**src/rtl/fetch_queue.sv**
```systemverilog
// fetch_queue: circular instruction buffer between the icache and decode, with flush and async reset
//   clk       clock
//   reset_    asynchronous active-low reset; clears pointers, occupancy and storage
//   flush_    active-low synchronous flush on redirect; empties the queue
//   ic_e_     active-low icache response valid
//   ic_pc     PC of slot 0 of the response group
//   ic_inst   FETCH instructions, slot i at [i*INST +: INST]
//   ic_cnt    valid slots in the group (values above FETCH are clamped)
//   fq_stall  fewer than FETCH free entries; the icache must hold its response
//   dec_cnt   instructions presented to decode, min(count, DEC)
//   dec_inst  DEC head instructions, slot j = entry head+j
//   dec_pc    PC of each presented slot
//   dec_ack   instructions consumed by decode; the excess over dec_cnt is ignored
//   fq_count  current occupancy
module fetch_queue #(
   parameter int ADDR  = 32,
   parameter int INST  = 32,
   parameter int FETCH = 2,
   parameter int DEC   = 2,
   parameter int DEPTH = 8,
   localparam int CW = $clog2(FETCH + 1),
   localparam int DW = $clog2(DEC + 1),
   localparam int QW = $clog2(DEPTH + 1)
) (
   input  logic              clk,
   input  logic              reset_,
   input  logic              flush_,
   input  logic              ic_e_,
   input  logic [ADDR-1:0]   ic_pc,
   input  logic [FETCH*INST-1:0] ic_inst,
   input  logic [CW-1:0]     ic_cnt,
   output logic              fq_stall,
   output logic [DW-1:0]     dec_cnt,
   output logic [DEC*INST-1:0] dec_inst,
   output logic [DEC*ADDR-1:0] dec_pc,
   input  logic [DW-1:0]     dec_ack,
   output logic [QW-1:0]     fq_count
);
   localparam int PW = $clog2(DEPTH);
   logic [INST-1:0] inst_q [DEPTH];
   logic [ADDR-1:0] pc_q [DEPTH];
   logic [PW-1:0]   head_q, head_d, tail_q, tail_d;
   logic [QW-1:0]   count_q, count_d;
   logic [CW-1:0]   push_n;
   logic [DW-1:0]   pop_n;
   logic            push;
   // Stall looks only at registered occupancy, so no input reaches any output.
   assign fq_stall = count_q > QW'(DEPTH - FETCH);
   assign fq_count = count_q;
   assign dec_cnt  = (count_q < QW'(DEC)) ? DW'(count_q) : DW'(DEC);
   assign push     = !ic_e_ && !fq_stall && flush_;
   assign push_n   = (ic_cnt > CW'(FETCH)) ? CW'(FETCH) : ic_cnt;
   assign pop_n    = (dec_ack < dec_cnt) ? dec_ack : dec_cnt;
   always_comb begin
      head_d  = flush_ ? head_q + PW'(pop_n) : '0;
      tail_d  = !flush_ ? '0 : push ? tail_q + PW'(push_n) : tail_q;
      count_d = flush_ ? count_q + (push ? QW'(push_n) : '0) - QW'(pop_n) : '0;
   end
   always_ff @(posedge clk or negedge reset_) begin
      if (!reset_) begin
         head_q  <= '0;
         tail_q  <= '0;
         count_q <= '0;
         for (int k = 0; k < DEPTH; k++) begin
            inst_q[k] <= '0;
            pc_q[k]   <= '0;
         end
      end else begin
         head_q  <= head_d;
         tail_q  <= tail_d;
         count_q <= count_d;
         // Pointer-width index arithmetic wraps a group straddling the last entry back to entry 0.
         for (int i = 0; i < FETCH; i++)
            if (push && CW'(i) < push_n) begin
               inst_q[tail_q + PW'(i)] <= ic_inst[i*INST +: INST];
               pc_q[tail_q + PW'(i)]   <= ic_pc + ADDR'(4 * i);
            end
      end
   end
   for (genvar j = 0; j < DEC; j++) begin : g_dec
      assign dec_inst[j*INST +: INST] = inst_q[head_q + PW'(j)];
      assign dec_pc[j*ADDR +: ADDR]   = pc_q[head_q + PW'(j)];
   end
endmodule

```
**config.mk**
```make
export PLATFORM = sky130hd
export DESIGN_NAME = fetch_queue
export DESIGN_NICKNAME = d
export VERILOG_FILES = /design/src/rtl/fetch_queue.sv
export SDC_FILE = /design/constraint.sdc
export NUM_CORES = 2
export LEC_CHECK = 0
export ABC_AREA = 1
export CELL_PAD_IN_SITES_DETAIL_PLACEMENT = 0
export CELL_PAD_IN_SITES_GLOBAL_PLACEMENT = 1
export CORE_MARGIN = 2
export CORE_UTILIZATION = 39
export DETAILED_ROUTE_END_ITERATION = 10
export PLACE_DENSITY_LB_ADDON = 0.1
export SLEW_MARGIN = 20
export SYNTH_ARGS = -nofsm -noshare
export SYNTH_HDL_FRONTEND = slang
export SYNTH_SLANG_ARGS = --single-unit
```
**constraint.sdc**
```tcl
create_clock -name clk -period 2.9 [get_ports clk]
set_input_delay 0.29 -clock clk [delete_from_list [all_inputs] [get_ports clk]]
set_output_delay 0.29 -clock clk [all_outputs]
set_load 0.02 [all_outputs]
```
-- Word level (Yosys, flattened, before mapping)
Cells that the tools add are included.
- flip-flop bits (word level): 522
- input bits: 104
- output and inout bits: 135
- word-level logic and storage cells: 83
- $add $sub $neg: 7
- magnitude comparators: 12
- equality and inequality tests: 1
- multiplexer cells: 32
- bitwise gates (word level): 4
- reductions and logical operators: 8
- operator list (kind ; count):
    $bwmux 256 ; 4
    $mux 256 ; 4
    $bmux 32 s3 ; 4
    $mux 32 ; 10
    $demux 32 s3 ; 2
    $add 32x3->32 const B ; 1
    $ge 4x4->1 const B ; 4
    $not 3->4 ; 4
    $mux 3 ; 3
    $lt 4x1->1 const B ; 2
    $mux 2 ; 4
    $add 3x1->3 const B ; 2
    $add 3x2->3 ; 2
    $logic_and 1x1->1 ; 6
    $add 4x2->4 ; 1
    $gt 4x3->1 const B ; 1
    $lt 1x2->1 const A ; 2
    $lt 4x2->1 const B ; 1
    $mux 4 ; 1
    $sub 4x2->4 ; 1
    $gt 2x2->1 const B ; 1
    $logic_not 1->1 ; 2
    $lt 2x2->1 ; 1
    $ne 2x1->1 const B ; 1

-- Logic depth before layout (Yosys ltp)
- depth in word-level cells: 9
- gate-level depth with buffers: 17
- depth with buffers taken out: 15

-- Worst setup path after synthesis
No wires, ideal clock.
- path type: flip-flop to flip-flop
- start: register count_q[3] (netlist: fq_count[3])
- end: register count_q[3] (netlist: fq_count[3])
- setup time: 0.122 ns
- arrival: 2.785 ns
- required time: 2.778 ns
- slack: -0.007 ns
- cell stages (with the launch flop): 18
- buffers on the path: 3
- clock period less this slack: 2.907 ns
- cell sequence: dfrtp_1 -> inv_1 -> ha_1 -> nand2_1 -> nand2_1 -> nand3_2 -> nor2_4 -> buf_4 -> buf_4 -> buf_2 -> nand2_1 -> fa_1 -> inv_1 -> ha_1 -> nand3_1 -> nand2_1 -> xor2_1 -> nor2_1
- longest elaborated chain between the ends: 8
- elaborated cells between the ends (all ways): 12
- classes of those cells: add/sub: 2; order compare: 3; mux: 4; reduce/logical: 3
- ends and longest elaborated chain (what ; RTL line ; RTL):
    start: declaration ; 43 ; logic [QW-1:0] count_q, count_d;
    start signal: assignment ; 71 ; count_q <= count_d;
    $gt 4x3->1 ; 48 ; assign fq_stall = count_q > QW'(DEPTH - FETCH);
    $logic_not 1->1 ; 51 ; assign push = !ic_e_ && !fq_stall && flush_;
    $logic_and 1x1->1 (2 in a row) ; 51 ;
    $mux 2 ; 57 ; count_d = flush_ ? count_q + (push ? QW'(push_n) : '0) - QW'(pop_n) : '0;
    $add 4x2->4 ; 57 ;
    $sub 4x2->4 (*) ; 57 ;
    $mux 4 (*) ; 57 ;
    named net count_d[3] ; 43 ;
Mark *: on every way through the listed nets, which the timed path passes. The rest lies on a longest branch.
A chain may end at the register's enable or synchronous reset.

-- Final worst setup path
- start: register head_q[0]
- end: output dec_inst[32]
- longest elaborated chain between the ends: 5
- ends and longest elaborated chain (what ; RTL line ; RTL):
    start: declaration ; 42 ; logic [PW-1:0] head_q, head_d, tail_q, tail_d;
    start signal: assignment ; 61 ; head_q <= '0;
    start signal: assignment ; 69 ; head_q <= head_d;
    $add 3x1->3 ; 81 ; assign dec_inst[j*INST +: INST] = inst_q[head_q + PW'(j)];
    $not 3->4 (not written as such) ; 81 ;
    $bmux 32 s3 ; 81 ;
    $mux 32 (not written as such) (2 in a row) ; 81 ;
    end: declaration ; 34 ; output logic [DEC*INST-1:0] dec_inst,
Every way passes these cells. The select of a mux whose other input is x is not followed.

==> key figures <==
Power and ir drop
  – P_leak: 23.5 nW
  – Relative contribution of the clock network to total power: 15.0%
  – Maximum vdd ir drop: 762 uV
  – Gate power share: 64.9%
  – Sequential fraction of design power: 20.1%
  – Switching portion of total power: approximately half
  – Power Density: 1220 nW/um2
  – Int Pwr: 29.8 mW
  – Switch Pwr: 28.9 mW

Global route
  – Global-route usage over all layers: 36.9%
  – GRT overflow: 0
  – First-pass GRT wire length: between 200,000 and 300,000 um
  – Number of antenna violations at the first check in global routing: 3
  – Largest net degree at the start of global routing: 116
  – Via count of the first global-routing pass: 41,800

Yosys
  – Mean instance size in the synthesized netlist: 6.20 um2
  – Unique masters post-synth: 32
  – Post-synthesis register bit count: between 500 and 600
  – Number of synthesis warnings: 0
  – Post-synthesis sequential area ratio: 33.4%
  – Synthesized instance count: approximately 6,300
  – Summed instance area of the synthesized netlist: 39,100 um2
  – Net Count, Synth: roughly 6,400

Worst setup path
  – CP Data Required Time: 2.61 ns
  – Cell occurring most often along the worst timing path: buf_4
  – Cell with the biggest individual delay on the critical path: dfrtp_4
  – Delay of the slowest cell on the worst path: 0.52 ns
  – Crit Path Category: register to primary output
  – Reg2Reg Depth: 13
  – Startpoint types: register
  – CP cell instances: ha_4 > buf_4 > buf_6 > bufbuf_16 > a21oi_2 > o21ai_2 > a32oi_2 > buf_4
  – Startpoint of the most critical setup path: head_q[0]$_DFF_PN0_
  – Crit Reg-Reg Startpoint: fq_count[3]$_DFF_PN0_
  – Reg-to-reg setup timing slack: 0.22 ns
  – Data arrival time of the critical path: ~2.7 ns
  – Category of the worst setup path capture point: primary output
  – Capture instance of the worst register-to-register path: pc_q[37]$_DFF_PN0_
  – Largest driver fanout on the critical path: 5

Clock network
  – Clock tree buffer depth: 3
  – H-tree Lvls: 3
  – TritonCTS clock tree: done
  – CTS root buf: clkbuf_16
  – Clock latency on the worst-skew pair: 0.65 ns
  – Total clock sinks: 522
  – Num CTS Buffers: 70
  – Clock transition at the registers of the reported paths: 0.06 ns

Drt
  – Routed WL: 200,000 um
  – DRT Pass-1 Iters: 6
  – DRC errors left: 0
  – DR iter-0 viols: ~6,300
  – Number of vias after detailed routing: 46,100
  – Mean number of vias per cell: approximately 6
  – Post-detailed-route wirelength per cell: around 26 um
  – Post-route antenna net violation count: 0

Timing
  – Final Worst Setup Slack: -0.105 ns
  – Normalized max-slew margin: 38.8%
  – Final TNS setup: -0.751 ns
  – Worst Skew: 0.0130 ns
  – FMAX: around 0.33 GHz
  – RSZ-0062 raised after global routing: true
  – Slew at the pin closest to its max-slew limit: a little over 0.9 ns
  – Number of hold violations in the final report: 0
  – Final critical path time including I/O delays and setup: 3.01 ns
  – Slew Viols, Final: 0
  – Portion of the clock cycle consumed by the worst path in the final layout: 104%
  – Setup-violating endpoint count in the final report: 18

Status
  – Status: finished, violations left
  – Violations in the final reports: setup timing

Floorplanning
  – Total number of placement rows: 116
  – Initial core utilization: 39.2%
  – Vertical extent of the die: 320 um
  – Horiz. Die Dim: 320 um
  – Core region area: 99,700 um2
  – Number of ports placed on the die boundary: 239
  – Area of the die: ~100,000 um2

Finish
  – End-of-flow core utilization: 48.3%
  – Design Area, Final: 48,100 um2
  – Synth-to-layout area growth: 23.3%
  – Number of fillers in the final layout: 10,300
  – Layout net count: 6,533
  – Fraction of layout instances using a drive strength above 1: 11.5%

Placed design
  – Area after detailed placement: 44,100 um2
  – Detail Placement HPWL: 109,000 um
  – Port bufs: 238
  – Gp weighted congestion: 0.869

Job
  – MaxCap Viol Count: 0

Min path
  – Min-Delay Path Class: input port to async pin
==> through the flow <==
stage | cells | power, mW | worst slack [ns] | hold slack (ns)
floorplan | 6298 | 30.6 | 0.0163 | -0.00559
global placement | 7565 | 44.5 | -0.0545 | 0.285
detailed placement | 7565 | 44.6 | -0.0665 | 0.290
CTS | 7731 | 56.0 | -0.133 | 0.208
global route | 7756 | 62.1 | -0.169 | 0.211
finish | 7758 | 58.7 | -0.105 | 0.196
==> Yosys cell counts, drive strengths merged <==
library cell  instances  area, um2
nand2              2043       7680
inv                 648       2430
o21ai               639       3200
nand3               624       3150
dfrtp               522      13100
a21oi               449       2250
nand4               351       2210
buf                 288       1410
nor2                256       1010
clkbuf              252        946
a31oi                92        576
o211ai               51        383
a32oi                35        307
xor2                 16        140
ha                   12        150
clkinv               10       37.5
fa                    4       80.1
xnor2                 2       17.5
nand3b                1       7.51
nor3                  1       10.0
o22ai                 1       6.26
or2                   1       6.26
==> how the worst max path moves through the flow <==
stage                            endpoint  slack [ns]  cells past startpoint
detailed placement           dec_inst[49]       -0.07                     10
global route                   dec_pc[61]       -0.17                     10
global placement             dec_inst[49]       -0.05                     10
finish                       dec_inst[32]       -0.11                      8
floorplan           fq_count[3]$_DFF_PN0_        0.02                     17
CTS                            dec_pc[55]       -0.13                      9
==> metal layers <==
| metal | GRT usage (%) | part of all wire (%) |
|---|---|---|
| met1 | 51.3 | 41 |
| met2 | 56.8 | 44 |
| met3 | 7.09 | 11 |
| met4 | 13.3 | 4.0 |
| met5 | 0 | 0.0035 |
==> worst max-delay path, delay by kind of cell (launching register included) <==
| kind | cells | cell delay [ns] |
|---|---|---|
| buffers and inverters | 4 | 0.76 |
| flip-flops | 1 | 0.52 |
| AO/OA/AOI/OAI | 3 | 0.49 |
| adder cells (fa/ha/maj) | 1 | 0.29 |
==> cell families (layout without fill, tap and decap cells) <==
| logic type | after synthesis | count (layout) | share of synthesized area [%] |
|---|---|---|---|
| DFF | 522 | 522 | 33.4 |
| and+or+nand+nor | 3277 | 3277 | 36.0 |
| adders and majority gates | 16 | 16 | 0.589 |
| xor gates and xnor gates | 18 | 18 | 0.404 |
| buffers and inverters | 1198 | 1357 | 12.4 |
| other | 0 | 3 | 0 |
| AOI/OAI and AO/OA | 1267 | 1267 | 17.2 |
==> cells in the final DEF, fill, tap and decap left out, types with 4 or more instances in the layout <==
cell type / count
a21oi_1: 371
a21oi_2: 76
a31oi_1: 64
a31oi_2: 28
a32oi_1: 24
a32oi_2: 11
buf_12: 84
buf_16: 28
buf_2: 17
buf_4: 246
buf_6: 32
buf_8: 10
clkbuf_1: 21
clkbuf_16: 89
clkbuf_2: 21
clkbuf_8: 15
clkdlybuf4s15_2: 10
clkdlybuf4s50_1: 109
clkinv_1: 11
clkinv_2: 14
dfrtp_1: 518
fa_1: 4
ha_1: 11
inv_1: 630
inv_2: 5
nand2_1: 2040
nand3_1: 608
nand3_2: 7
nand3_4: 9
nand4_1: 349
nor2_1: 248
nor2_4: 5
o211ai_1: 51
o21ai_0: 518
o21ai_1: 114
o21ai_2: 7
xor2_1: 15
==> power by group through the flow <==
stage,Clock (mW),Sequential (mW),Combinational [mW]
after CTS,8.90,11.7,35.4
after global placement,0,11.7,32.7
final,8.81,11.8,38.1
after detailed placement,0,11.8,32.8
after global routing,9.13,12.1,40.8
after floorplan,0,11.2,19.4
==> sequential cells by signal (all words and copies together) (netlist names) <==
signal and count:
head_q 3, fq_count 4, tail_q 3, inst_q 256, pc_q 256
==> cell type report <==
type,count,area (um2),area share (%)
well taps,1298,1620,3.37
repair inverters,4,47.5,0.0988
multi-input cells,4578,21900,45.5
flip-flops and latches,522,13100,27.2
diodes,3,7.51,0.0156
clock buffers,109,2110,4.39
clock inverters,7,85.1,0.177
repair buffers,579,6730,14.0
inverters,658,2530,5.26
==> what timing repair did <==
item	in CTS	in global routing
gates resized for setup	672	300
pin swaps	37	58
hold buffers	1	0
endpoints found under the setup margin	128	122
cloned	20	20
setup buffers	29	11
endpoints found under the hold margin	37	0
(Power assumes the default switching activity.)
